**config.mk**
```make
export PLATFORM = sky130hd
export DESIGN_NAME = mul_seq
export DESIGN_NICKNAME = d
export VERILOG_FILES = /design/src/rtl/mul_seq.sv
export SDC_FILE = /design/constraint.sdc
export NUM_CORES = 1
export LEC_CHECK = 0
export ABC_AREA = 0
export BUFFER_PORTS_ARGS = -buffer_cell sky130_fd_sc_hd__buf_2
export CAP_MARGIN = 40
export CORE_MARGIN = 2
export CORE_UTILIZATION = 50
export DETAILED_ROUTE_END_ITERATION = 7
export GPL_TIMING_DRIVEN = 0
export PLACE_DENSITY = 0.79
export SKIP_LAST_GASP = 1
export SLEW_MARGIN = 40
export SYNTH_ARGS = -nofsm -noshare
export SYNTH_HDL_FRONTEND = slang
export SYNTH_SLANG_ARGS = --single-unit
```
**constraint.sdc**
```tcl
create_clock -name clk -period 1.54 [get_ports clk]
set_input_delay 0.077 -clock clk [delete_from_list [all_inputs] [get_ports clk]]
set_output_delay 0.077 -clock clk [all_outputs]
set_load 0.01 [all_outputs]
```
**src/rtl/mul_seq.sv**
```systemverilog
// Sequential 8x8 unsigned shift-add multiplier that borrows an external ALU for its adds.
// Optional MUL_ZERO_BYPASS_EN: a zero operand skips RUN and finishes in one cycle.
module mul_seq #(
  parameter int ITERS = 8
) (
  input  logic        clk,
  input  logic        rst_n,
  input  logic        start,
  input  logic [7:0]  op_a,
  input  logic [7:0]  op_b,
  output logic        busy,
  output logic        done,
  output logic [15:0] product,
  output logic [7:0]  alu_a,
  output logic [7:0]  alu_b,
  output logic [2:0]  alu_code,
  input  logic [7:0]  alu_out,
  input  logic        alu_carry
);

  localparam int            CW   = $clog2(ITERS);
  localparam logic [CW-1:0] LAST = CW'(ITERS - 1);

  if (ITERS != 8) begin : g_iters_chk
    $error("mul_seq: only ITERS=8 is supported");
  end

  typedef enum logic [1:0] {IDLE, RUN, DONE} state_t;

  state_t        state;
  logic [7:0]    p;
  logic [7:0]    m;
  logic [7:0]    mcand;
  logic [CW-1:0] cnt;
  logic [15:0]   pm_next;
  logic          zero_op;

`ifdef MUL_ZERO_BYPASS_EN
  assign zero_op = (op_a == 8'h00) || (op_b == 8'h00);
`else
  assign zero_op = 1'b0;
`endif

  // {carry, sum, M} shifted right by one; the bit shifted out of M is consumed.
  assign pm_next  = {alu_carry, alu_out, m[7:1]};

  assign alu_code = 3'b000;
  assign alu_a    = (state == RUN) ? p : 8'h00;
  assign alu_b    = (state == RUN && m[0]) ? mcand : 8'h00;

  always_ff @(posedge clk) begin
    if (!rst_n) begin
      state   <= IDLE;
      p       <= '0;
      m       <= '0;
      mcand   <= '0;
      cnt     <= '0;
      product <= '0;
      done    <= 1'b0;
      busy    <= 1'b0;
    end else begin
      done <= 1'b0;
      unique case (state)
        IDLE: begin
          if (start) begin
            mcand <= op_a;
            m     <= op_b;
            p     <= '0;
            cnt   <= '0;
            busy  <= 1'b1;
            if (zero_op) begin
              state   <= DONE;
              done    <= 1'b1;
              product <= '0;
            end else begin
              state <= RUN;
            end
          end
        end
        RUN: begin
          {p, m} <= pm_next;
          cnt    <= cnt + 1'b1;
          if (cnt == LAST) begin
            state   <= DONE;
            done    <= 1'b1;
            product <= pm_next;
          end
        end
        DONE: begin
          state <= IDLE;
          busy  <= 1'b0;
        end
        default: state <= IDLE;
      endcase
    end
  end

endmodule

```
==> results.ini <==
[synth]
yosysMostFrequentCell=dfxtp_1
yosys-top-cells-area=dfxtp_1 47%, nand2_1 8.3%, nor2b_1 6.6%, a21boi_1 6.0%, mux2i_1 4.5%
synth-edff-count=0
async_reset_ff_share_pct=0
yosys.area.top_type=dfxtp_1
synth-seq-area-share_pct=47.03
synth_cell_types=30
syn_inst=218
avgSynthCellArea_um2=9.177
synth_top_area_share_pct=47.03
synthTopCellsByCount=47 x dfxtp_1, 44 x nand2_1, 21 x nor2b_1, 16 x a21boi_1
yosys_warnings=0
synth_ff_type=dfxtp_1
syn_area_um2=2001
ys_ff_latch=47

[worst_setup_path]
critPathArrivalTime_ns=1.37
rrSetupSlack_ns=0.12
critical_path.top_delay_family=buffers and inverters
crit_chain=buf_6 > nor2b_4 > buf_6 > and3_1 > buf_2
cp-start-kind=flop
r2r-start=cnt[0]
worst_setup_path_end_kind=primary output
r2r-end=state[1]
path_buf_inv=3
crit_required_ns=1.46
worst-setup-path-type=flop to primary output
r2r_cells=6
crit_top_cell=buf_6
cp_max_fo=10
critPathMaxStageDelay_ns=0.33
critPathSlowestCell=dfxtp_2

[finish]
fill_cells=344
diodes=0
final_cells=336
fin_area_um2=2482
utilization_pct=66.31
multi_input_area_um2=938.4
drive_gt1_share_pct=30.56
fin_nets=317
seqCellArea_um2=942.2
syn_to_final_growth_pct=24.08

[detailed_routing]
wire_per_inst_um=12.52
firstDrtPassIters=5
viasPerCell=5.071
num_vias=1704
drt_iter0_drc=103
ant_nets=0
wl_um=4208
drcViolationCount=0

[clock_network]
clock_sinks=47
clock_path_buffers=2
worstSkewPairLatency_ns=0.29
cts_tree=yes
cts_root_buffer=clkbuf_8
cts_buffers=5
cts.htree.levels=2
path_clk_slew_ns=0.08
hold_buffers=0

[placement]
portBuffers=60
gp_congestion=0.7914
placed_cells=328
hpwl_um=3057
place_area_um2=2369

[sta]
hold_viol=0
fin_crit_sh_pct=94.17
finalSetupViolCount=0
rsz0062_at_grt=no
fin_tns_setup_ns=0
period_needed_ns=1.450
fin_skew_ns=0.004889
timing.fmax_mhz=689.6
slew_viol_final=0

[global_routing]
grt_use_met3_pct=4.833
antenna_found_initial=0
grt_max_degree=14
grt_overflow=0
top_usage_layer=met2
use_met2_pct=32.92
first_global_vias=1575
grt_pass1_wl_um=6900
grtUsageTotal_pct=20.23
grt_use_met1_pct=25.39

[power_and_ir_drop]
pwr-share-clk_pct=33.4
seqPwrFrac_pct=55.3
intPower_uw=1807
p_per_area_nw_per_um2=947.3
power.switching_uw=544.8
combPwrFrac_pct=11.3
leakage_uw=0.001136
ir_worst_vdd_v=0.0006519
sw_frac_of_total_pct=23.17

[hold_path]
min_to=product[10]
hold_class=primary input to flop
whs_path_depth=3
hp-start=alu_out[3]

[floorplan]
die_area_um2=4523
die_y_um=67.26
coreArea_um2=3744
die_w_um=67.26
start_util_pct=53.44
row_count=22
ios=65

[flow_run]
max-cap-violations=0

[outcome]
status=finished, final reports clean

metrics by stage:
| step | hold WS (ns) | total power, µW | setup WS [ns] |
|---|---|---|---|
| after global routing | 0.02860 | 2458 | 0.001953 |
| after floorplan | 0.2118 | 1498 | 0.1753 |
| final | 0.03196 | 2352 | 0.08981 |
| after CTS | 0.02214 | 2375 | 0.008345 |
| after detailed placement | 0.3343 | 1590 | 0.08482 |
| after global placement | 0.3314 | 1583 | 0.1039 |
power by group through the flow:
stage	Combinational, µW	Clock, µW	Sequential [µW]
2_1_floorplan	180	0	1320
3_3_place_gp	258	0	1320
3_5_place_dp	263	0	1330
4_1_cts	271	806	1300
5_1_grt	297	854	1310
6_report	267	785	1300
how the worst max path moves through the flow:
stage	startpoint	end	cells past startpoint
after floorplan	cnt[0]	done	6
after CTS	state[0]	alu_b[5]	6
after global placement	cnt[0]	done	6
after detailed placement	cnt[0]	state[1]	6
after global routing	state[0]	alu_b[6]	5
final	state[0]	alu_b[4]	5
worst min-delay path, delay by kind of cell:
kind            cells  cell delay (ns)
buf+inv             1             0.10
simple gates        1             0.05
compound gates      1             0.05
registers in the layout, summed over array words and instances, names as in the netlist:
signal,flops
p,8
busy,1
product,16
state,2
m,8
mcand,8
done,1
cnt,3
repair_timing:
action / 4_1_cts / 5_1_grt
setup endpoints to repair: 16 / 18
resized for setup: 3 / 3
buffers inserted: 1 / 0
logic make-up (layout without fill, tap and decap cells):
logic type,Yosys count,count (layout),share of synthesized area [%]
compound gates,46,46,15.64
buf+inv,20,88,6.941
other cells,1,3,0.1874
flops,47,47,47.03
mux,9,9,4.503
simple gates,93,93,24.45
fa+ha+maj,2,2,1.251
layout by cell type, fill, tap and decap left out, types with 3 or more instances in the layout:
cell type and instances:
and2_1 10, mux2i_1 9, buf_4 7, o21ai_0 5
and3_1 8, dfxtp_1 46, a31oi_1 6, nand2_1 44
buf_2 62, a22oi_1 10, a21boi_1 16, nor2b_1 20
buf_6 5, clkbuf_1 5, clkbuf_8 7, o21ai_1 3
conb_1 3
layer usage:
layer / vias up / part of all wire (%)
li1: 864 / -
met1: 777 / 45
met2: 56 / 47
met3: 7 / 7.0
met4: 0 / 1.3
met5: - / 0
final cells by class:
class	count	area share [%]
sequential	47	37.95
buffer	17	5.091
multi-input combinational	153	37.80
clock buffer	8	4.032
inverter	2	0.3024
timing repair buffer	61	12.40
tap	48	2.419
(Power assumes the default switching activity.)
